[src/rtl/regf_wb_arbiter.sv]
// ---------------------------------------------------------------------------
// regf_wb_arbiter
//
// Write-port controller for the pipeline register file.
//  * Arbitrates among NUM_REQ writeback sources for the single register-file
//    write port and registers the winner onto regf_we / rd_s / rd_v.
//  * Keeps a 32-entry busy scoreboard: dispatch sets a bit, a committed
//    writeback clears it. Issue logic uses it for RAW hazard checks.
//
// Configuration macro:
//   REGF_ARB_FIXED_PRIO_EN  defined   -> fixed priority, lowest valid index wins
//                           undefined -> round-robin starting at an internal
//                                        pointer (default build)
//
// Ports:
//   clk, rst                 clock, synchronous active-high reset
//   req_valid [NUM_REQ]      requester i has a writeback pending
//   req_rd    [NUM_REQ*5]    destination of requester i at [5i+4:5i]
//   req_data  [NUM_REQ*32]   value of requester i at [32i+31:32i]
//   req_ready [NUM_REQ]      one-hot grant (combinational from req_valid)
//   disp_valid, disp_rd      dispatch allocates destination disp_rd
//   regf_we, rd_s, rd_v      registered register-file write port
//   busy [32]                scoreboard, bit r = write to xr outstanding
//
// Handshake: a transfer happens on a rising edge where
// req_valid[i] && req_ready[i]. req_ready depends combinationally on
// req_valid; a requester must never derive req_valid from req_ready, and
// once valid it holds valid/rd/data stable until its transfer. The grant is
// forced low while rst is high, so nothing transfers during reset.
// ---------------------------------------------------------------------------
module regf_wb_arbiter #(
  parameter int NUM_REQ = 3
) (
  input  logic                  clk,
  input  logic                  rst,
  input  logic [NUM_REQ-1:0]    req_valid,
  input  logic [NUM_REQ*5-1:0]  req_rd,
  input  logic [NUM_REQ*32-1:0] req_data,
  output logic [NUM_REQ-1:0]    req_ready,
  input  logic                  disp_valid,
  input  logic [4:0]            disp_rd,
  output logic                  regf_we,
  output logic [4:0]            rd_s,
  output logic [31:0]           rd_v,
  output logic [31:0]           busy
);

  localparam int IDX_W = (NUM_REQ > 1) ? $clog2(NUM_REQ) : 1;
  localparam logic [IDX_W-1:0] LAST_IDX = IDX_W'(NUM_REQ - 1);
  localparam logic [IDX_W:0]   NUM_REQ_W = (IDX_W + 1)'(NUM_REQ);

  // -------------------------------------------------------------------------
  // Search start pointer
  // -------------------------------------------------------------------------
  logic [IDX_W-1:0] w_ptr;
  logic             w_found;
  logic [IDX_W-1:0] w_gidx;
  logic             w_xfer;

`ifdef REGF_ARB_FIXED_PRIO_EN
  // Fixed priority: the search always starts at requester 0.
  assign w_ptr = '0;
`else
  logic [IDX_W-1:0] r_ptr;

  // After a grant to g the search resumes at g+1, so every requester that
  // stays valid is served within NUM_REQ cycles.
  always_ff @(posedge clk) begin
    if (rst) begin
      r_ptr <= '0;
    end else if (w_xfer) begin
      r_ptr <= (w_gidx == LAST_IDX) ? '0 : w_gidx + 1'b1;
    end
  end

  assign w_ptr = r_ptr;
`endif

  // -------------------------------------------------------------------------
  // Winner search: first valid requester at or after w_ptr, wrapping.
  // -------------------------------------------------------------------------
  always_comb begin
    logic [IDX_W:0] idx;
    idx     = '0;
    w_found = 1'b0;
    w_gidx  = '0;
    for (int k = 0; k < NUM_REQ; k++) begin
      idx = {1'b0, w_ptr} + (IDX_W + 1)'(k);
      if (idx >= NUM_REQ_W) begin
        idx = idx - NUM_REQ_W;
      end
      if (!w_found && req_valid[idx[IDX_W-1:0]]) begin
        w_found = 1'b1;
        w_gidx  = idx[IDX_W-1:0];
      end
    end
  end

  // A grant issued during reset would be lost, so suppress it entirely.
  assign w_xfer = w_found && !rst;

  // -------------------------------------------------------------------------
  // One-hot grant and selected payload
  // -------------------------------------------------------------------------
  logic [NUM_REQ-1:0] w_grant;
  logic [4:0]         w_sel_rd;
  logic [31:0]        w_sel_data;

  always_comb begin
    w_grant    = '0;
    w_sel_rd   = '0;
    w_sel_data = '0;
    for (int i = 0; i < NUM_REQ; i++) begin
      if (w_gidx == IDX_W'(i)) begin
        w_grant[i] = w_xfer;
        w_sel_rd   = req_rd[i*5 +: 5];
        w_sel_data = req_data[i*32 +: 32];
      end
    end
  end

  assign req_ready = w_grant;

  // -------------------------------------------------------------------------
  // Busy scoreboard next state
  // -------------------------------------------------------------------------
  logic [31:0] r_busy;
  logic [31:0] w_busy_nxt;
  logic        w_clr_en;
  logic        w_set_en;

  assign w_clr_en = w_xfer && (w_sel_rd != 5'd0);
  assign w_set_en = disp_valid && (disp_rd != 5'd0);

  always_comb begin
    w_busy_nxt = r_busy;
    if (w_clr_en) begin
      w_busy_nxt[w_sel_rd] = 1'b0;
    end
    // Applied after the clear: a new producer for the same register
    // supersedes the one that is retiring this cycle.
    if (w_set_en) begin
      w_busy_nxt[disp_rd] = 1'b1;
    end
    w_busy_nxt[0] = 1'b0;
  end

  // -------------------------------------------------------------------------
  // Write stage and scoreboard registers
  // -------------------------------------------------------------------------
  logic        r_regf_we;
  logic [4:0]  r_rd_s;
  logic [31:0] r_rd_v;

  always_ff @(posedge clk) begin
    if (rst) begin
      r_regf_we <= 1'b0;
      r_rd_s    <= '0;
      r_rd_v    <= '0;
      r_busy    <= '0;
    end else begin
      // Writes to x0 are consumed but never reach the register file.
      r_regf_we <= w_clr_en;
      if (w_xfer) begin
        r_rd_s <= w_sel_rd;
        r_rd_v <= w_sel_data;
      end
      r_busy <= w_busy_nxt;
    end
  end

  assign regf_we = r_regf_we;
  assign rd_s    = r_rd_s;
  assign rd_v    = r_rd_v;
  assign busy    = r_busy;

endmodule
[config.mk]
export PLATFORM = sky130hd
export DESIGN_NAME = regf_wb_arbiter
export DESIGN_NICKNAME = d
export VERILOG_FILES = /design/src/rtl/regf_wb_arbiter.sv
export SDC_FILE = /design/constraint.sdc
export NUM_CORES = 1
export LEC_CHECK = 0
export BUFFER_PORTS_ARGS = -buffer_cell sky130_fd_sc_hd__clkbuf_2
export CORE_ASPECT_RATIO = 1.4
export CORE_MARGIN = 2
export CORE_UTILIZATION = 48
export CTS_BUF_LIST = sky130_fd_sc_hd__clkbuf_8
export DETAILED_ROUTE_END_ITERATION = 8
export MAX_ROUTING_LAYER = met4
export PLACE_DENSITY_LB_ADDON = 0.2
export SYNTH_ARGS = -nofsm -noshare
export SYNTH_HDL_FRONTEND = slang
export SYNTH_SLANG_ARGS = --single-unit
[constraint.sdc]
create_clock -name clk -period 2.69 [get_ports clk]
set_input_delay 0.1345 -clock clk [delete_from_list [all_inputs] [get_ports clk]]
set_output_delay 0.1345 -clock clk [all_outputs]
set_load 0.1 [all_outputs]
==> reports/metrics.yaml <==
outcome:
  outcome: "finished, final reports clean"
yosys:
  netlist_instances: 498
  ys_seq_area_frac: 0.3541
  yosysMostFrequentCell: "nor2_1"
  synth_edf_count: 0
  synth_flop_cell: "dfxtp_1"
  ys_types: 46
  synthTopCellsByCount: "117 x nor2_1, 71 x dfxtp_1, 41 x nand2_1, 37 x mux2i_1, 35 x a21oi_1"
  synth_area_um2: 4014
  yosysTopAreaCell: "dfxtp_1"
  syn_area_per_cell_um2: 8.060
  synthArstFlopShare: 0
  ys_top_cells_by_area: "dfxtp_1 35%, nor2_1 11%, mux2i_1 9.2%"
  synth_nets: 624
  ys_warn_count: 0
  synth.ff_latch_count: 71
  synth_top_area_frac: 0.3541
power:
  peakVddDrop_v: 0.0009291
  power.total_uw: 7368
  power.leakage_uw: 0.002542
  powerDensity_nw_per_um2: 1328
setup_path:
  critPathRequiredTime_ns: 2.90
  critPathMaxFanout: 6
  critical_path_class: "reg -> reg"
  timing.rr.end: "busy[7]"
  r2r-start: "r_ptr[0]"
  reg2regPathDepth: 10
  r2r_slack_ns: 0.09
  worst_setup_path_start_kind: "register"
  cp.arrival_ns: 2.81
  endpoint_kind: "register"
worst_hold_path:
  whs_endpoint: "rd_v[30]"
  hold_path.class: "in -> reg"
  hold_start: "req_data[94]"
  min_delay_path_depth: 4
floorplan:
  fp.dieW_um: 81.29
  ioPinCount: 195
  num_rows: 39
  floorplan.initialDensity: 0.4926
  dieArea_um2: 9120
  die_h_um: 112.2
  core_um2: 8149
global_route:
  antenna_found_initial: 0
  grt_first_pass_wirelength_um: 18880
  grt_start_max_net_pins: 75
  grt_usage: 0.2716
  grt_pass1_vias: 4123
  grt_overflow: 0
finish:
  final_nets: 814
  antenna_cells: 0
  area_delta_synth_final_pct: 38.25
  drive_gt1_frac: 0.4040
  n_fill_cell: 687
timing:
  worst_pin_slew_ns: 0.6277
  fmax_ghz: 0.3843
  finalHoldViolCount: 0
  skew_ns: 0.007188
  setup_viol: 0
  post-route-period-util: 0.9674
  finalSetupTns_ns: 0
  period_minus_slack_ns: 2.602
  slew_headroom: 0.5815
  layout_setup_ws_ns: 0.08782
  rsz0062_at_grt: "true"
  slew_violations: 0
clocking:
  ctsRootBufferMaster: "clkbuf_8"
  cts_hold_buf: 0
  cts_tree: "built"
  clk_latency_ns: 0.35
  h-tree-depth: 3
  clk_pin_slew_ns: 0.07
  cts_buffers: 9
  clk_path_buf_depth: 2
  clock_sinks: 71
detailed_routing:
  wire_per_inst_um: 15.33
  first_pass_iters: 4
  vias: 4403
  drtIter0Drc: 147
  postRouteAntennaNets: 0
  avgViaCountPerCell: 5.538
  routed_wl_um: 12190
  drc_errors: 0
job:
  max_cap_violations: 0
placement:
  io_buffer_count: 193
  dpl.hpwl_um: 9060
  pre_cts_slack_ns: -0.1065
  gp_congestion: 0.9315
## flip-flops by register name, summed over array words and instances (netlist names)
name,count
busy,31
regf_we,1
rd_v,32
rd_s,5
r_ptr,2
## cell usage in the layout (no fill, tap or decap), types with 3 or more instances in the layout
cell and n:
nor4_1 4, clkbuf_8 11, and4_4 3, nand2b_1 3, nor3_1 11, nor2b_1 6, a21oi_1 34, a211o_1 34
nor3_2 12, dfxtp_1 70, buf_4 21, nor2_1 115, o21a_1 3, a311oi_1 4, a211oi_1 24, ha_1 3
buf_12 6, clkbuf_2 190, mux2i_1 37, nand3_1 5, nand2_1 41, inv_1 7, and3b_1 4
## metal layers
metal,track usage,vias up,part of all wire
met2,0.4645,197,0.51
met4,0.1006,0,0.030
met1,0.3002,2025,0.38
li1,-,2150,-
met5,-,-,0
met3,0.06431,31,0.076
## stage by stage
stage | instance area [um2] | hold slack [ns] | util | instances
final | 5549 | 0.1503 | 0.6809 | 795
after global routing | 5549 | 0.1593 | 0.6809 | 795
after CTS | 5426 | 0.1328 | 0.6659 | 791
after detailed placement | 5179 | 0.4443 | 0.6355 | 774
after global placement | 5179 | 0.4378 | 0.6355 | 774
after floorplan | 4036 | 0.4137 | - | 498
## power by group
part	total, uW	switching (uW)	internal (uW)
clock	961	396	565
combinational	4940	3520	1420
sequential	1460	145	1320
## how the worst max path moves through the flow
stage	endpoint	from	cells past startpoint
finish	busy[7]	r_ptr[0]	10
global placement	busy[20]	r_ptr[0]	10
floorplan	r_ptr[0]	r_ptr[0]	9
detailed placement	busy[4]	r_ptr[0]	10
global route	req_ready[0]	r_ptr[0]	9
CTS	busy[4]	r_ptr[0]	10
## kinds of logic (layout without fill, tap and decap cells)
kind of cell             after synthesis  after routing  share of synthesized area
other                                  1              1                  0.0009343
AND/OR/NAND/NOR                      222            222                     0.2659
adder cells (fa/ha/maj)                4              4                    0.01247
flip-flops                            71             71                     0.3541
multiplexers                          37             37                    0.09227
buffers and inverters                 44            239                    0.05206
AO/OA/AOI/OAI                        119            119                     0.2223
## area by class of cell
type | count | area [um2] | share of cell area
tap | 102 | 127.6 | 0.02300
clock buffer | 11 | 151.4 | 0.02728
inverter | 5 | 18.77 | 0.003382
multi-input combinational | 383 | 2516 | 0.4534
clock inverter | 5 | 72.57 | 0.01308
timing repair buffer | 218 | 1240 | 0.2235
sequential | 71 | 1423 | 0.2564
## critical path, cell delays in order, from the launching register on
cell	delay (ns)
dfxtp_1	0.32
buf_4	0.14
ha_1	0.23
nor2b_1	0.15
o21ai_2	0.30
a21oi_4	0.15
a211o_1	0.32
or3_4	0.37
buf_4	0.19
nor3_2	0.21
a211oi_2	0.09
## timing repair
action | CTS | global route
buffers inserted | 1 | 3
endpoints found under the setup margin | 17 | 33
cloned | 0 | 1
resized for setup | 3 | 17
pin swaps | 1 | 2
hold endpoints to repair | 0 | 0
Note: power is estimated with default switching activity, not from simulation.
